[config.mk]
export PLATFORM = sky130hd
export DESIGN_NAME = channel_readout_sequencer
export DESIGN_NICKNAME = d
export VERILOG_FILES = /design/src/rtl/channel_readout_sequencer_pkg.sv /design/src/rtl/channel_readout_sequencer_chan_priority_encoder.sv /design/src/rtl/channel_readout_sequencer.sv
export SDC_FILE = /design/constraint.sdc
export NUM_CORES = 1
export LEC_CHECK = 0
export CAP_MARGIN = 20
export CORE_ASPECT_RATIO = 1.2
export CORE_MARGIN = 4
export CORE_UTILIZATION = 52
export CTS_BUF_LIST = sky130_fd_sc_hd__clkbuf_8
export DETAILED_ROUTE_END_ITERATION = 12
export PLACE_DENSITY = 0.9
export SLEW_MARGIN = 20
export SYNTH_ARGS = -nofsm -noshare
export SYNTH_HDL_FRONTEND = slang
export SYNTH_SLANG_ARGS = --single-unit
[constraint.sdc]
create_clock -name clk -period 3.9 [get_ports clk]
set_clock_uncertainty 0.15 [all_clocks]
set_input_delay 0.39 -clock clk [delete_from_list [all_inputs] [get_ports clk]]
set_output_delay 0.39 -clock clk [all_outputs]
set_load 0.01 [all_outputs]
[src/rtl/channel_readout_sequencer_pkg.sv]
// ---------------------------------------------------------------------------
// channel_readout_sequencer_pkg
//
// Purpose:
//    Shared definitions for the Channel FPGA readout sequencer: the default
//    channel count, the one-hot FSM encoding with its bit positions, and the
//    layout of the Acquisition Event FIFO word.
//
// Contents:
//    NCHAN                      default number of Channel FPGAs
//    IDLE_BIT .. DONE_BIT       bit position of each state in the one-hot code
//    state_e                    one-hot FSM state type
//    TRIG_NUM_LSB/TRIG_NUM_W    trigger number field of the event word
//    TRIG_TYPE_LSB/TRIG_TYPE_W  trigger type field of the event word
// ---------------------------------------------------------------------------
package channel_readout_sequencer_pkg;

   localparam int NCHAN = 5;

   localparam int IDLE_BIT   = 0;
   localparam int SELECT_BIT = 1;
   localparam int REQ_BIT    = 2;
   localparam int WAIT_BIT   = 3;
   localparam int DONE_BIT   = 4;
   localparam int STATE_W    = 5;

   typedef enum logic [STATE_W-1:0] {
      ST_IDLE   = 5'(1 << IDLE_BIT),
      ST_SELECT = 5'(1 << SELECT_BIT),
      ST_REQ    = 5'(1 << REQ_BIT),
      ST_WAIT   = 5'(1 << WAIT_BIT),
      ST_DONE   = 5'(1 << DONE_BIT)
   } state_e;

   localparam int EVT_W         = 32;
   localparam int TRIG_NUM_LSB  = 0;
   localparam int TRIG_NUM_W    = 24;
   localparam int TRIG_TYPE_LSB = 24;
   localparam int TRIG_TYPE_W   = 3;

endpackage

[src/rtl/channel_readout_sequencer_chan_priority_encoder.sv]
// ---------------------------------------------------------------------------
// chan_priority_encoder
//
// Purpose:
//    Combinational lowest-set-bit finder. Given the mask of channels still
//    waiting to be read, returns the index of the lowest one so channels are
//    serviced in ascending order.
//
// Ports:
//    mask  in   WIDTH   channels still pending
//    idx   out  IDX_W   index of the lowest set bit (0 when mask is empty)
//    any   out  1       mask has at least one bit set
// ---------------------------------------------------------------------------
module chan_priority_encoder #(
   parameter int WIDTH = 5,
   parameter int IDX_W = (WIDTH > 1) ? $clog2(WIDTH) : 1
) (
   input  logic [WIDTH-1:0] mask,
   output logic [IDX_W-1:0] idx,
   output logic             any
);

   // Scan from the top bit down so that the last hit, which wins, is the
   // lowest set bit.
   always_comb begin
      idx = '0;
      any = 1'b0;
      for (int i = WIDTH - 1; i >= 0; i--) begin
         if (mask[i]) begin
            idx = IDX_W'(i);
            any = 1'b1;
         end
      end
   end

endmodule

[src/rtl/channel_readout_sequencer.sv]
// ---------------------------------------------------------------------------
// channel_readout_sequencer
//
// Purpose:
//    After an acquisition is stored, pops one event word from the Acquisition
//    Event FIFO, then reads each enabled Channel FPGA in ascending index order,
//    waiting on each one for its done or for a timeout, and finally pulses
//    readout_done back to the acquisition controller.
//
// Ports:
//    clk             in   1      40 MHz TTC clock
//    reset           in   1      synchronous, active-high
//    chan_en         in   NCHAN  channels to read, sampled only at event accept
//    evt_valid       in   1      event FIFO holds a word
//    evt_data        in   32     {5'd0, trig_type[2:0], trig_num[23:0]}
//    evt_ready       out  1      FIFO pop strobe (IDLE & evt_valid)
//    chan_read_req   out  NCHAN  one-cycle readout request to the current channel
//    chan_read_done  in   NCHAN  channel finished sending (level or pulse)
//    readout_done    out  1      one-cycle pulse when the whole event is read
//    cur_trig_num    out  24     trigger number of current / last event
//    cur_trig_type   out  3      trigger type of current / last event
//    timeout_mask    out  NCHAN  channels that timed out in current / last event
//    events_read     out  16     completed event count, wraps
//    state           out  5      one-hot FSM state
// ---------------------------------------------------------------------------
module channel_readout_sequencer
   import channel_readout_sequencer_pkg::*;
#(
   parameter int NCHAN   = channel_readout_sequencer_pkg::NCHAN,
   parameter int TIMEOUT = 40000,
   parameter int TMO_W   = 16
) (
   input  logic                   clk,
   input  logic                   reset,
   input  logic [NCHAN-1:0]       chan_en,
   input  logic                   evt_valid,
   input  logic [EVT_W-1:0]       evt_data,
   output logic                   evt_ready,
   output logic [NCHAN-1:0]       chan_read_req,
   input  logic [NCHAN-1:0]       chan_read_done,
   output logic                   readout_done,
   output logic [TRIG_NUM_W-1:0]  cur_trig_num,
   output logic [TRIG_TYPE_W-1:0] cur_trig_type,
   output logic [NCHAN-1:0]       timeout_mask,
   output logic [15:0]            events_read,
   output logic [STATE_W-1:0]     state
);

   localparam int IDX_W = (NCHAN > 1) ? $clog2(NCHAN) : 1;

   state_e                 state_q,         state_d;
   logic [NCHAN-1:0]       pending_q,       pending_d;
   logic [IDX_W-1:0]       cur_q,           cur_d;
   logic [TMO_W-1:0]       timer_q,         timer_d;
   logic [NCHAN-1:0]       chan_read_req_q, chan_read_req_d;
   logic                   readout_done_q,  readout_done_d;
   logic [NCHAN-1:0]       timeout_mask_q,  timeout_mask_d;
   logic [TRIG_NUM_W-1:0]  trig_num_q,      trig_num_d;
   logic [TRIG_TYPE_W-1:0] trig_type_q,     trig_type_d;
   logic [15:0]            events_read_q,   events_read_d;

   logic [IDX_W-1:0]       enc_idx;
   logic                   enc_any;
   logic [NCHAN-1:0]       cur_mask;
   logic                   cur_done;
   logic                   cur_expired;
   logic                   unused_evt_bits;

   // The top bits of the event word are reserved and carry nothing.
   assign unused_evt_bits = ^evt_data[EVT_W-1:TRIG_TYPE_LSB+TRIG_TYPE_W];

   // Finds the next channel to read among those still pending.
   chan_priority_encoder #(
      .WIDTH (NCHAN),
      .IDX_W (IDX_W)
   ) u_chan_priority_encoder (
      .mask (pending_q),
      .idx  (enc_idx),
      .any  (enc_any)
   );

   // Decode the current channel into a mask once; the wait test, the pending
   // clear, the timeout flag and the request all use it. The done test looks
   // at the level, so a done already high on WAIT entry counts immediately,
   // and done on any other channel is ignored.
   assign cur_mask    = NCHAN'(1) << cur_q;
   assign cur_done    = |(chan_read_done & cur_mask);
   assign cur_expired = (timer_q == TMO_W'(TIMEOUT - 1));

   // The FIFO may only be popped from IDLE, so a second word cannot be
   // taken until the current event has been fully read out.
   assign evt_ready = (state_q == ST_IDLE) & evt_valid;

   // Next-state and next-output logic for the readout sequence. Every
   // register holds by default; the request and done strobes default low so
   // they last a single cycle.
   always_comb begin
      state_d         = state_q;
      pending_d       = pending_q;
      cur_d           = cur_q;
      timer_d         = timer_q;
      chan_read_req_d = '0;
      readout_done_d  = 1'b0;
      timeout_mask_d  = timeout_mask_q;
      trig_num_d      = trig_num_q;
      trig_type_d     = trig_type_q;
      events_read_d   = events_read_q;

      case (state_q)
         ST_IDLE: begin
            if (evt_valid) begin
               trig_num_d     = evt_data[TRIG_NUM_LSB +: TRIG_NUM_W];
               trig_type_d    = evt_data[TRIG_TYPE_LSB +: TRIG_TYPE_W];
               pending_d      = chan_en;
               timeout_mask_d = '0;
               state_d        = (|chan_en) ? ST_SELECT : ST_DONE;
            end
         end

         ST_SELECT: begin
            cur_d   = enc_idx;
            state_d = enc_any ? ST_REQ : ST_DONE;
         end

         ST_REQ: begin
            chan_read_req_d = cur_mask;
            timer_d         = '0;
            state_d         = ST_WAIT;
         end

         ST_WAIT: begin
            timer_d = timer_q + TMO_W'(1);
            if (cur_done || cur_expired) begin
               pending_d = pending_q & ~cur_mask;
               if (!cur_done) begin
                  timeout_mask_d = timeout_mask_q | cur_mask;
               end
               state_d = (|(pending_q & ~cur_mask)) ? ST_SELECT : ST_DONE;
            end
         end

         ST_DONE: begin
            readout_done_d = 1'b1;
            events_read_d  = events_read_q + 16'd1;
            state_d        = ST_IDLE;
         end

         default: begin
            state_d = ST_IDLE;
         end
      endcase
   end

   // All sequencer state lives in this one register block. Reset abandons
   // any event in flight and returns quietly to IDLE without a request or a
   // readout_done.
   always_ff @(posedge clk) begin
      if (reset) begin
         state_q         <= ST_IDLE;
         pending_q       <= '0;
         cur_q           <= '0;
         timer_q         <= '0;
         chan_read_req_q <= '0;
         readout_done_q  <= 1'b0;
         timeout_mask_q  <= '0;
         trig_num_q      <= '0;
         trig_type_q     <= '0;
         events_read_q   <= '0;
      end else begin
         state_q         <= state_d;
         pending_q       <= pending_d;
         cur_q           <= cur_d;
         timer_q         <= timer_d;
         chan_read_req_q <= chan_read_req_d;
         readout_done_q  <= readout_done_d;
         timeout_mask_q  <= timeout_mask_d;
         trig_num_q      <= trig_num_d;
         trig_type_q     <= trig_type_d;
         events_read_q   <= events_read_d;
      end
   end

   assign chan_read_req = chan_read_req_q;
   assign readout_done  = readout_done_q;
   assign cur_trig_num  = trig_num_q;
   assign cur_trig_type = trig_type_q;
   assign timeout_mask  = timeout_mask_q;
   assign events_read   = events_read_q;
   assign state         = state_q;

endmodule

==> flow_summary.ini <==
[clock_tree]
clock_latency_ns = 0.36
cts_tree = done
cts_resized = 0
h-tree-depth = 3
cts_root_buf = clkbuf_8
holdBufCountCts = 0
cts_made_buffers = 9
numClockSinks = 83
cts_setup_buffers = 0
clk_pin_slew_ns = 0.09
cts_max_path_buffers = 2

[synth]
async_reset_ff_frac = 0
ys_ff_latch = 83
synth_seq_area_share = 0.472
synth_cells = 428
synth_edf_count = 0
synth_flop_cell = dfxtp_1
avgSynthCellArea_um2 = 8.23
netlist-cell-type-count = 51
netlist_area_um2 = 3520
synth_fp_nets = 475
yosys_warnings = 0

[grt]
grt_pass1_wl_um = 15300
grt_max_degree = 49
grt_pass1_vias = 3182
grt_overflow = 0
antenna_found_initial = 0
track_usage = 0.226

[power_and_ir_drop]
power.switching_mw = 0.646
clock_power_share = 0.277
p_int_mw = 1.37
p_per_area_nw_per_um2 = 429
seqPwrFrac = 0.484
ir_drop_v = 0.000288
netSwitchingFraction = 0.320
combPwrFrac = 0.239
leakagePower_nw = 1.63

[route]
remaining_drc_errors = 0
routed_via_density = 5.71
drt_pass1_iterations = 5
drt_iter0_markers = 329
vias = 3470
drtAntennaViolNets = 0
wirelength_um = 9450
wl_per_cell_um = 15.5

[finish]
drive_gt1_frac = 0.0612
area_growth_pct = 33.7
fin_cells = 608
num-nets-final = 565
antenna_cells = 0
regArea_um2 = 1660
multi_input_area_um2 = 1720
nFillCells = 480

[place]
io_buffers = 99
numPlacedInstances = 592
gp_congestion = 0.884
dp_hpwl_um = 6540

[floorplan]
die_h_um = 98.2
start_util = 0.540
io_pins = 105
die-area_um2 = 8160
die_x_um = 83.1
design.core.area_um2 = 6530
rows = 32

[timing]
relSlewSlack = 0.416
fmax_mhz = 387
setup_viol = 0
slew_violations = 0
tightest_slew_ns = 0.876
rsz0062_at_grt = false
tns_ns = 0
period_minus_slack_ns = 2.58
hold_violations = 0
finalCritPeriodShare = 0.663

[setup_path]
cp_max_fo = 18
worstSetupStartpointType = register
critPathBufInv = 0
cp.required_ns = 4.03
crit_arrival_ns = 2.72
slowest_delay_ns = 0.54
end_kind = register
cpLargestDelayFamily = simple AND/OR/NAND/NOR gates
cp_cell_sequence = nor2_1 > nand3_1 > and2_1 > a311oi_1 > and3_1
slowest_stage = nand3_1
criticalPathCategory = register to register

[outcome]
status = finished, final reports clean

[hold_path]
hold_class = register to register

[job]
maxCapViolCount = 0
-- through the flow --
stage          power [mW]  utilization  setup slack (ns)  hold WS, ns  instance area, um^2
2_1_floorplan        1.25            -              2.01        0.285                 3520
3_3_place_gp         1.46        0.695              1.42        0.291                 4530
3_5_place_dp         1.47        0.695              1.36        0.296                 4530
4_1_cts              2.02        0.722              1.33        0.309                 4710
5_1_grt              2.11        0.722              1.15        0.332                 4710
6_report             2.02        0.722              1.32        0.308                 4710
-- synthesized netlist by cell type, drive strengths merged, types with 2 or more instances --
master	count	share of area
o21ai	11	0.016
buf	8	0.014
a22oi	2	0.0043
and3	7	0.013
or3b	3	0.0075
nor2	44	0.047
nand3	14	0.020
nor3	14	0.023
and2	4	0.0071
a21oi	51	0.072
o2111ai	2	0.0050
or3	6	0.011
nand2	73	0.078
a31oi	4	0.0071
a211oi	8	0.017
inv	6	0.0064
nor4	5	0.015
o22ai	6	0.011
xnor2	6	0.015
ha	2	0.0071
nand3b	5	0.011
nand4	14	0.025
mux2	3	0.0096
xor2	10	0.025
nand2b	4	0.0071
dfxtp	83	0.47
or2	2	0.0036
clkbuf	16	0.018
-- logic make-up (layout without fill, tap and decap cells) --
group | Yosys count | count (layout) | share of synthesized area
and+or+nand+nor | 201 | 201 | 0.281
adders and majority gates | 2 | 2 | 0.00710
xor gates and xnor gates | 16 | 16 | 0.0398
AOI/OAI and AO/OA | 91 | 91 | 0.149
buffers and inverters | 31 | 126 | 0.0394
muxes | 4 | 4 | 0.0124
DFF | 83 | 83 | 0.472
-- registers in the layout, indices dropped and copies added (netlist names) --
| name | flops |
|---|---|
| timeout_mask | 5 |
| cur_q | 3 |
| pending_q | 5 |
| readout_done | 1 |
| cur_trig_type | 3 |
| cur_trig_num | 24 |
| events_read | 16 |
| state | 5 |
| chan_read_req | 5 |
| timer_q | 16 |
-- metal layers --
| layer | global-route usage | routed length (um) | up-vias |
|---|---|---|---|
| li1 | - | - | 1678 |
| met1 | 0.265 | 3780 | 1641 |
| met2 | 0.400 | 4930 | 136 |
| met3 | 0.0456 | 554 | 15 |
| met4 | 0.0918 | 176 | 0 |
| met5 | 0 | 0 | - |
-- final cells by class --
cell class	instances	share of cell area
Tap cell	85	0.0226
Inverter	7	0.00558
Sequential cell	83	0.353
Timing Repair Buffer	103	0.216
Clock buffer	9	0.0263
Multi-Input combinational cell	314	0.366
Clock inverter	7	0.0112
-- final timing paths --
kind                            slack (ns)            start  depth (start not counted)               to
worst max-delay path                  1.32         state[0]                          5         state[4]
worst min-delay path                  0.31  cur_trig_num[4]                          2  cur_trig_num[4]
worst max register to register        1.32         state[0]                          5         state[4]
worst min register to register        0.31  cur_trig_num[4]                          2  cur_trig_num[4]
-- layout by cell type (no fill, tap or decap), drive strengths merged, types with 6 or more instances in the layout --
cell type,instances
dfxtp,83
or3,6
o21ai,11
clkbuf,9
and3,7
xnor2,6
nand4,14
nand3,14
nand2,73
inv,7
o22ai,6
a211oi,8
nor3,14
xor2,10
nor2,44
clkdlybuf4s50,98
a21oi,51
-- worst min-delay path, stage by stage, from the launching register on --
cell and delay, ns:
dfxtp_1 0.32, nand2_1 0.05, a21oi_1 0.05
-- power groups by stage --
stage / clock (mW) / sequential (mW) / combinational, mW
2_1_floorplan: 0 / 1.00 / 0.248
3_3_place_gp: 0 / 0.990 / 0.469
3_5_place_dp: 0 / 0.994 / 0.477
4_1_cts: 0.559 / 0.974 / 0.483
5_1_grt: 0.603 / 0.985 / 0.521
6_report: 0.560 / 0.976 / 0.483
Power figures use the tool's default switching activity.
